===== src/rtl/sprite_line_scheduler.sv =====
// Per-scanline sprite fetch controller: walks frog + four car slots, reads sprite ROMs, fills a line-buffer bank.
// Optional: define SPRITE_SCHED_FROG_TOP_EN to fetch the frog last so it is drawn over the cars.
module sprite_line_scheduler #(
  parameter int         TILE_SIZE      = 32,
  parameter int         H_VISIBLE_AREA = 640,
  parameter int         V_VISIBLE_AREA = 480,
  parameter logic [8:0] LANE_1_Y       = 9'd96,
  parameter logic [8:0] LANE_2_Y       = 9'd160,
  parameter logic [8:0] LANE_3_Y       = 9'd224,
  parameter logic [8:0] LANE_4_Y       = 9'd288
) (
  input  logic       i_Clk,
  input  logic       i_Reset,
  input  logic       i_Line_Start,
  input  logic [9:0] i_Line,
  input  logic [9:0] i_Frog_X,
  input  logic [8:0] i_Frog_Y,
  input  logic [1:0] i_Frog_Direction,
  input  logic [9:0] i_Car_1X_Position,
  input  logic [9:0] i_Car_2X_Position,
  input  logic [9:0] i_Car_3X_Position,
  input  logic [9:0] i_Car_4X_Position,
  input  logic [3:0] i_Reverse,
  output logic       o_Rom_Rd_En,
  output logic       o_Rom_Sel,
  output logic [9:0] o_Rom_Addr,
  input  logic [8:0] i_Rom_Data,
  output logic       o_Lb_Wr_En,
  output logic       o_Lb_Bank,
  output logic [9:0] o_Lb_Wr_Addr,
  output logic [8:0] o_Lb_Wr_Data,
  output logic       o_Busy,
  output logic       o_Done,
  output logic       o_Overrun
);
  localparam int            TW       = $clog2(TILE_SIZE);
  localparam logic [TW-1:0] LAST_COL = TW'(TILE_SIZE - 1);
  localparam logic [35:0]   LANE_Y   = {LANE_4_Y, LANE_3_Y, LANE_2_Y, LANE_1_Y};

  typedef enum logic [2:0] {IDLE, CHECK, FETCH, DRAIN, DONE} state_t;

  state_t        state_reg;
  logic [2:0]    slot_reg;
  logic [TW-1:0] row_reg, col_reg;
  logic [9:0]    line_reg, frog_x_reg;
  logic [8:0]    frog_y_reg;
  logic [1:0]    dir_reg;
  logic [3:0]    rev_reg;
  logic [9:0]    car_x_reg [4];
  logic [9:0]    car_x_in [4];
  logic [9:0]    sprite_x [5];
  logic [8:0]    sprite_y [5];
  logic          bank_reg, done_reg, overrun_reg;
  logic          rd_en_reg, sel_reg, wr_pend_reg;
  logic [9:0]    addr_reg;
  logic [10:0]   rd_x_reg, wr_x_reg;

  assign car_x_in[0] = i_Car_1X_Position;
  assign car_x_in[1] = i_Car_2X_Position;
  assign car_x_in[2] = i_Car_3X_Position;
  assign car_x_in[3] = i_Car_4X_Position;
  assign sprite_x[0] = frog_x_reg;
  assign sprite_y[0] = frog_y_reg;

  genvar gi;
  generate
    for (gi = 0; gi < 4; gi++) begin : g_car
      assign sprite_x[gi+1] = car_x_reg[gi];
      assign sprite_y[gi+1] = LANE_Y[gi*9 +: 9];
    end
  endgenerate

  // Slot walk order -> sprite id (0 = frog, 1..4 = cars); later slots overwrite earlier ones.
  function automatic logic [2:0] sprite_of(input logic [2:0] s);
`ifdef SPRITE_SCHED_FROG_TOP_EN
    return (s == 3'd4) ? 3'd0 : s + 3'd1;
`else
    return s;
`endif
  endfunction

  // With T a power of two, T-1-n is the bitwise inverse of n and hi*T+lo is a concatenation.
  function automatic logic [9:0] rom_addr(input logic car, input logic rev, input logic [1:0] dir,
                                          input logic [TW-1:0] r, input logic [TW-1:0] c);
    logic [TW-1:0] hi, lo;
    hi = r;
    lo = c;
    if (car) begin
      lo = rev ? c : ~c;
    end else begin
      case (dir)
        2'd0:    begin hi = r;  lo = c; end
        2'd1:    begin hi = c;  lo = r; end
        2'd2:    begin hi = ~c; lo = r; end
        default: begin hi = ~r; lo = c; end
      endcase
    end
    return 10'({hi, lo});
  endfunction

  logic [2:0]    cur_id;
  logic [9:0]    cur_x;
  logic [8:0]    cur_y;
  logic          is_car, car_rev, hit, last_slot;
  logic [10:0]   y_end;
  logic [TW-1:0] row_new, col_next;

  always_comb begin
    cur_id    = sprite_of(slot_reg);
    cur_x     = sprite_x[cur_id];
    cur_y     = sprite_y[cur_id];
    is_car    = (cur_id != 3'd0);
    car_rev   = rev_reg[2'(cur_id - 3'd1)];
    y_end     = {2'b00, cur_y} + 11'(TILE_SIZE);
    hit       = ({1'b0, line_reg} < 11'(V_VISIBLE_AREA)) &&
                ({1'b0, line_reg} >= {2'b00, cur_y}) && ({1'b0, line_reg} < y_end);
    row_new   = TW'({1'b0, line_reg} - {2'b00, cur_y});
    col_next  = col_reg + 1'b1;
    last_slot = (slot_reg == 3'd4);
  end

  always_ff @(posedge i_Clk) begin
    if (i_Reset) begin
      state_reg   <= IDLE;
      slot_reg    <= '0;
      row_reg     <= '0;
      col_reg     <= '0;
      line_reg    <= '0;
      frog_x_reg  <= '0;
      frog_y_reg  <= '0;
      dir_reg     <= '0;
      rev_reg     <= '0;
      for (int i = 0; i < 4; i++) car_x_reg[i] <= '0;
      bank_reg    <= 1'b0;
      done_reg    <= 1'b0;
      overrun_reg <= 1'b0;
      rd_en_reg   <= 1'b0;
      sel_reg     <= 1'b0;
      addr_reg    <= '0;
      rd_x_reg    <= '0;
      wr_x_reg    <= '0;
      wr_pend_reg <= 1'b0;
    end else begin
      // ROM data arrives one cycle after the read, so the write decision trails the read by one.
      done_reg    <= 1'b0;
      rd_en_reg   <= 1'b0;
      wr_pend_reg <= rd_en_reg;
      wr_x_reg    <= rd_x_reg;
      if (i_Line_Start) begin
        if (state_reg != IDLE) begin
          overrun_reg <= 1'b1;
          wr_pend_reg <= 1'b0;
        end
        line_reg   <= i_Line;
        frog_x_reg <= i_Frog_X;
        frog_y_reg <= i_Frog_Y;
        dir_reg    <= i_Frog_Direction;
        rev_reg    <= i_Reverse;
        for (int i = 0; i < 4; i++) car_x_reg[i] <= car_x_in[i];
        bank_reg   <= ~bank_reg;
        slot_reg   <= '0;
        state_reg  <= CHECK;
      end else begin
        case (state_reg)
          CHECK: begin
            if (hit) begin
              row_reg   <= row_new;
              col_reg   <= '0;
              rd_en_reg <= 1'b1;
              sel_reg   <= is_car;
              addr_reg  <= rom_addr(is_car, car_rev, dir_reg, row_new, '0);
              rd_x_reg  <= {1'b0, cur_x};
              state_reg <= FETCH;
            end else if (last_slot) begin
              state_reg <= DONE;
            end else begin
              slot_reg  <= slot_reg + 3'd1;
            end
          end
          FETCH: begin
            if (col_reg == LAST_COL) begin
              state_reg <= DRAIN;
            end else begin
              col_reg   <= col_next;
              rd_en_reg <= 1'b1;
              addr_reg  <= rom_addr(is_car, car_rev, dir_reg, row_reg, col_next);
              rd_x_reg  <= {1'b0, cur_x} + 11'(col_next);
            end
          end
          DRAIN: begin
            if (last_slot) begin
              state_reg <= DONE;
            end else begin
              slot_reg  <= slot_reg + 3'd1;
              state_reg <= CHECK;
            end
          end
          DONE: begin
            done_reg  <= 1'b1;
            state_reg <= IDLE;
          end
          default: state_reg <= IDLE;
        endcase
      end
    end
  end

  assign o_Rom_Rd_En  = rd_en_reg;
  assign o_Rom_Sel    = sel_reg;
  assign o_Rom_Addr   = addr_reg;
  assign o_Lb_Wr_En   = wr_pend_reg && (wr_x_reg < 11'(H_VISIBLE_AREA)) && (i_Rom_Data != 9'h000);
  assign o_Lb_Wr_Addr = o_Lb_Wr_En ? wr_x_reg[9:0] : 10'd0;
  assign o_Lb_Wr_Data = o_Lb_Wr_En ? i_Rom_Data : 9'h000;
  assign o_Lb_Bank    = bank_reg;
  assign o_Busy       = (state_reg != IDLE);
  assign o_Done       = done_reg;
  assign o_Overrun    = overrun_reg;
endmodule

===== config.mk =====
export PLATFORM = sky130hd
export DESIGN_NAME = sprite_line_scheduler
export DESIGN_NICKNAME = d
export VERILOG_FILES = /design/src/rtl/sprite_line_scheduler.sv
export SDC_FILE = /design/constraint.sdc
export NUM_CORES = 1
export LEC_CHECK = 0
export CORE_MARGIN = 3
export CORE_UTILIZATION = 30
export DETAILED_ROUTE_END_ITERATION = 10
export GPL_ROUTABILITY_DRIVEN = 0
export PLACE_DENSITY = 0.64
export SLEW_MARGIN = 20
export SYNTH_ARGS = -nofsm -noshare
export SYNTH_HDL_FRONTEND = slang
export SYNTH_SLANG_ARGS = --single-unit

===== constraint.sdc =====
create_clock -name i_Clk -period 3.7 [get_ports i_Clk]
set_input_delay 0.925 -clock i_Clk [delete_from_list [all_inputs] [get_ports i_Clk]]
set_output_delay 0.925 -clock i_Clk [all_outputs]
set_load 0.03 [all_outputs]

# After elaboration in Yosys (flattened, before gate mapping)

Memories as Yosys holds them, arrays and structs flattened.
Index checks and enable logic that the tools add are counted.

Add/sub/neg operators: 6
Magnitude comparators: 6
Equality and inequality tests: 15
Mux-type cells: 53
Bitwise gates (word level): 10
Reduce and logical (&&, ||, !) cells: 18

Operators with widths:

| operator                                                                        | number |
|---|---|
| 10-bit 2-to-1 mux                                                               | 9 |
| 5-bit 2-to-1 mux                                                                | 10 |
| 10-bit binary-select mux with 3-bit select                                      | 1 |
| 5-bit one-hot mux with 3 select lines                                           | 2 |
| 9-bit binary-select mux with 3-bit select                                       | 1 |
| 9-bit 2-to-1 mux                                                                | 3 |
| 11-bit 2-to-1 mux                                                               | 2 |
| 11-bit one-hot mux with 2 select lines                                          | 1 |
| 10-bit one-hot mux with 2 select lines                                          | 1 |
| 3-bit 2-to-1 mux                                                                | 6 |
| 5-bit NOT                                                                       | 3 |
| 1-bit 2-to-1 mux                                                                | 12 |
| 10-bit by 5-bit adder with 11-bit output                                        | 1 |
| 11-bit by 10-bit less-than comparator with 1-bit output (second input constant) | 1 |
| 9-bit by 6-bit adder with 10-bit output (second input constant)                 | 1 |
| 10-bit by 9-bit greater-or-equal comparator with 1-bit output                   | 1 |
| 10-bit less-than comparator                                                     | 1 |
| 10-bit by 9-bit less-than comparator with 1-bit output (second input constant)  | 1 |
| 5-bit one-hot mux with 2 select lines                                           | 1 |
| 3-bit one-hot mux with 3 select lines                                           | 1 |
| 9-bit nonzero test                                                              | 1 |
| 2-bit inequality test (second input constant)                                   | 4 |
| 2-bit AND reduction                                                             | 4 |
| 3-bit by 2-bit equality test with 1-bit output (second input constant)          | 2 |
| 26 further kinds                                                                | 38 |

Register bits after elaboration: 89
Memory bits (writable): 40
Bits of input ports: 87
Logic and storage cells: 128
Memories: 1

Memory list:

| name      | words | width | rd ports | clocked after memory_dff | write ports | line | RTL |
|---|---|---|---|---|---|---|---|
| car_x_reg | 4     | 10    | 4        | 0                        | 4           | 49   | `logic [9:0] car_x_reg [4];` |

# Depth between registers and ports, before layout

Word-level depth: 10
Depth in mapped cells: 17

# Least setup slack after synthesis

OpenSTA, ideal clock, no wires.

Path type: register to register
From: register slot_reg[1] (netlist: cur_id[1])
To: register rd_x_reg[10]
Arrival time: 3.573 ns
Setup slack: 0.057 ns
Cell stages (with the launch flop): 17
Cell sequence: dfxtp_1 > clkbuf_1 > clkbuf_1 > inv_1 > ha_1 > nand2b_1 > o21a_1 > ha_1 > xnor2_1 > ha_1 > a211oi_2 > nor2_1 > nor4_4 > o211ai_4 > o32a_1 > or4_1 > a21oi_1

Cells in the longest elaborated chain, start to end: 9
Elaborated cells between the ends (all ways): 17
Those cells by class: 2 x add/sub; 2 x order compare; 1 x eq/ne; 8 x mux; 1 x bitwise; 3 x reduce/logical

RTL lines:

| what                                                                                                                     | line     | RTL |
|---|---|---|
| start, declared                                                                                                          | 43       | `logic [2:0] slot_reg;` |
| start signal, assigned                                                                                                   | 177      | `slot_reg <= slot_reg + 3'd1;` |
| start signal, assigned                                                                                                   | 194      | `slot_reg <= slot_reg + 3'd1;` |
| 3-bit NOT with 4-bit output (not written as such) (*)                                                                    | 110, 111 |  |
| 9-bit binary-select mux with 3-bit select                                                                                | 111      | `cur_y = sprite_y[cur_id];` |
| 9-bit 2-to-1 mux (not written as such) (2 in series)                                                                     | 111      |  |
| 9-bit by 6-bit adder with 10-bit output or 10-bit by 9-bit greater-or-equal comparator with 1-bit output (tied branches) | 114, 116 |  |
| 10-bit less-than comparator or 1-bit logical AND (tied branches)                                                         | 116, 115 |  |
| 1-bit logical AND                                                                                                        | 116      | `({1'b0, line_reg} >= {2'b00, cur_y}) && ({1'b0, line_reg} < y_end);` |
| 2-bit inequality test (no line)                                                                                          | --       |  |
| 4-bit AND reduction (no line)                                                                                            | --       |  |
| end signal, assigned                                                                                                     | 172      | `rd_x_reg <= {1'b0, cur_x};` |
| end signal, assigned                                                                                                     | 187      | `rd_x_reg <= {1'b0, cur_x} + 11'(col_next);` |
| end, declared                                                                                                            | 56       | `logic [10:0] rd_x_reg, wr_x_reg;` |

Mark *: on every way between the ends. The rest lies on a longest branch, timed or not. The select of a mux whose other input is x is not followed.
A chain may end at the register's enable or synchronous reset.

# Worst setup path after layout

From: input port i_Rom_Data[5]
To: output port o_Lb_Wr_Data[6]

Cells in the longest elaborated chain, start to end: 3

RTL lines:

| what               | line | RTL |
|---|---|---|
| start, declared    | 27   | `input logic [8:0] i_Rom_Data,` |
| 9-bit nonzero test | 211  | `assign o_Lb_Wr_En = wr_pend_reg && (wr_x_reg < 11'(H_VISIBLE_AREA)) && (i_Rom_Data != 9'h000);` |
| 1-bit logical AND  | 211  |  |
| 9-bit 2-to-1 mux   | 213  | `assign o_Lb_Wr_Data = o_Lb_Wr_En ? i_Rom_Data : 9'h000;` |
| end, declared      | 31   | `output logic [8:0] o_Lb_Wr_Data,` |

No other way between the ends.

==> impl_metrics.py <==
metrics = {
    "routing": {
        "via_count": 5260,
        "first_pass_iters": 5,
        "via_per_inst": 4.79,
        "drc_errors": 0,
        "antenna_left": 0,
        "routed_wl_um": 16100,
        "drt-initial-drc-count": 323,
        "wire_per_inst_um": 14.6,
    },
    "grt": {
        "grt_pass1_vias": 5163,
        "grt_max_degree": 78,
        "grt_overflow": 0,
        "grt_pass1_wl_um": 26400,
        "grtUsageTotal_pct": 13.6,
        "antenna_found_initial": 0,
    },
    "power_and_ir_drop": {
        "p_seq_share_pct": 41.4,
        "p_sw_uw": 984,
        "leakage_uw": 0.00348,
        "clkPwrFrac_pct": 43.6,
        "pwr-share-comb_pct": 15.0,
        "p_sw_share_pct": 25.8,
        "p_total_uw": 3820,
        "max-vdd-ir-drop_uv": 360,
        "intPower_uw": 2830,
        "powerDensity_nw_per_um2": 432,
    },
    "hold_path": {
        "hold_start": "o_Rom_Addr[0]$_SDFFE_PP0P_",
        "whs_endpoint": "o_Rom_Addr[0]$_SDFFE_PP0P_",
        "holdPathStages": 2,
        "hold_class": "reg2reg",
    },
    "clock_network": {
        "cts_sinks": 129,
        "clk_pin_slew_worst_paths_ps": 60,
        "htreeDepth": 4,
        "clock_latency_ps": 420,
        "cts_tree": "done",
        "cts_root_buf": "clkbuf_16",
        "cts.hold.buffers_added": 0,
        "clockBufferDepth": 2,
        "cts_buffers": 17,
    },
    "floorplanning": {
        "rows": 53,
        "die-area_sq_um": 23800,
        "die_x_um": 154,
        "start_util_pct": 31.0,
        "ios": 123,
        "coreArea_sq_um": 21300,
        "die_h_um": 154,
    },
    "logic_synthesis": {
        "synth_nets": 803,
        "seq_area_frac_synth_pct": 45.2,
        "synth_top_area_share_pct": 27.0,
        "syn_area_sq_um": 6600,
        "ys_warn_count": 0,
        "synth_cell_types": 68,
        "synth_top_area_cell": "dfxtp_1",
        "synthCells": 686,
        "async_flop_share_pct": 0,
        "synth_ff_type": "dfxtp_1",
        "syn_area_per_cell_sq_um": 9.62,
        "synth_edf_count": 40,
        "ys_top_cells_by_area": "dfxtp_1 27%, edfxtp_1 18%, mux2i_1 9.0%, and2_1 5.8%, ha_1 5.3%",
        "ys_ff_latch": 129,
    },
    "setup_path": {
        "crit_path_max_incr_delay_ps": 540,
        "reg2reg_to": "rd_x_reg[10]$_SDFFE_PP0P_",
        "path_class": "in2out",
        "worstPathCellList": "clkdlybuf4s50_1 > or4_4 > nor3_2 > a21boi_2 > and2_1 > dlygate4sd2_1",
        "cp_data_required_time_ps": 2770,
        "crit_path_end_kind": "output pin",
        "crit_path_start_kind": "input pin",
        "r2r_setup_slack_ps": 240,
        "cp_max_fo": 4,
        "crit_slowest_cell": "or4_4",
        "reg2reg_depth": 14,
        "r2r-start": "cur_id[0]$_SDFFE_PP0P_",
        "arrival_ps": 2650,
    },
    "sta": {
        "fin_crit_ps": 3570,
        "fmax_mhz": 280,
        "tightest_slew_ps": 1030,
        "min_period_over_period_pct": 96.6,
        "setup_viol": 0,
        "finalHoldViolations": 0,
        "drv_slew": 0,
        "rsz0062_at_grt": "no",
        "max_slew_margin_pct": 31.4,
        "skew_ps": 8.90,
    },
    "final_layout": {
        "final_cell_mix": "107 x clkdlybuf4s50_1, 88 x dfxtp_1, 82 x nor2_1",
        "drive_gt1_share_pct": 10.6,
        "nets": 927,
        "diodes": 0,
        "largest_reg_flops": 40,
        "area_delta_synth_final_pct": 33.9,
        "fin_util_pct": 41.5,
        "final_common_cell": "clkdlybuf4s50_1",
    },
    "status": {
        "status": "complete, no violations",
    },
    "place": {
        "portBuffers": 122,
        "hpwl_um": 11700,
    },
    "job": {
        "cap_viol_max_count": 0,
    },
}
-- critical path, delay by kind of cell --
family                 cells  cell delay [ps]
AO/OA/AOI/OAI              1              100
buffers and inverters      2              770
AND/OR/NAND/NOR            3              850
-- power by group through the flow --
stage                     Sequential (uW)  Clock (uW)  Combinational [uW]
after floorplan                      1610           0                 344
after global placement               1610           0                 562
after detailed placement             1610           0                 569
after CTS                            1580        1700                 573
after global routing                 1590        1770                 638
final                                1580        1660                 571
-- final cells by class --
class | instances | area, sq um
Fill cell | 2071 | 12500
Multi-Input combinational cell | 501 | 3410
Sequential cell | 129 | 2980
Timing Repair Buffer | 143 | 1430
Clock buffer | 20 | 479
Tap cell | 275 | 344
Clock inverter | 12 | 116
Inverter | 18 | 67.6
-- logic make-up after synthesis --
family / Yosys count / share of synthesized area, %
compound gates: 139 / 13.8
xor+xnor: 15 / 1.99
fa+ha+maj: 30 / 5.92
buf+inv: 56 / 3.39
flops: 129 / 45.2
mux: 64 / 9.98
simple gates: 253 / 19.7
-- cell usage after synthesis (all sizes together) (7+ instances only) --
| cell type | number |
|---|---|
| nand2 | 40 |
| buf | 16 |
| mux2i | 59 |
| nor2b | 20 |
| edfxtp | 40 |
| nand3 | 8 |
| dfxtp | 89 |
| clkbuf | 22 |
| o21ai | 30 |
| nand2b | 7 |
| o211ai | 7 |
| nor2 | 83 |
| nor3 | 7 |
| ha | 28 |
| inv | 18 |
| a21oi | 48 |
| a211oi | 9 |
| xnor2 | 10 |
| and2 | 61 |
-- worst max path at each step --
| stage | startpoint | endpoint | slack (ps) |
|---|---|---|---|
| floorplan | cur_id[1]$_SDFFE_PP0P_ | rd_x_reg[10]$_SDFFE_PP0P_ | 60 |
| global placement | i_Rom_Data[5] | o_Lb_Wr_Data[5] | -180 |
| detailed placement | i_Rom_Data[5] | o_Lb_Wr_Data[5] | -310 |
| CTS | i_Rom_Data[5] | o_Lb_Wr_Data[5] | 2 |
| global route | i_Rom_Data[5] | o_Lb_Wr_Addr[9] | 10 |
| finish | i_Rom_Data[5] | o_Lb_Wr_Data[6] | 130 |
-- through the flow --
stage                     setup slack (ps)  setup TNS, ps  std cells  cell area (sq um)  hold WS [ps]
after floorplan                       56.8              0        686               6600           427
after global placement                -182           -360       1065               8220           435
after detailed placement              -307          -1040       1065               8220           446
after CTS                             1.65              0       1097               8810           453
after global routing                  12.0              0       1098               8830           471
final                                  125              0       1098               8830           447
-- metal layers --
metal	share of wire (%)	global-route usage [%]	vias to the layer above	wire length (um)
met4	1.5	4.46	0	248
met2	48	22.2	142	7690
met3	4.8	3.78	21	770
met1	46	17.5	2426	7380
li1	-	-	2671	-
met5	0	0	-	0
-- repair_timing --
item / in CTS / in global routing
setup endpoints to repair: 12 / 20
endpoints found under the hold margin: 0 / 0
pin swaps: 0 / 2
resized for setup: 3 / 5
setup buffers: 0 / 1
(Power assumes the default switching activity.)
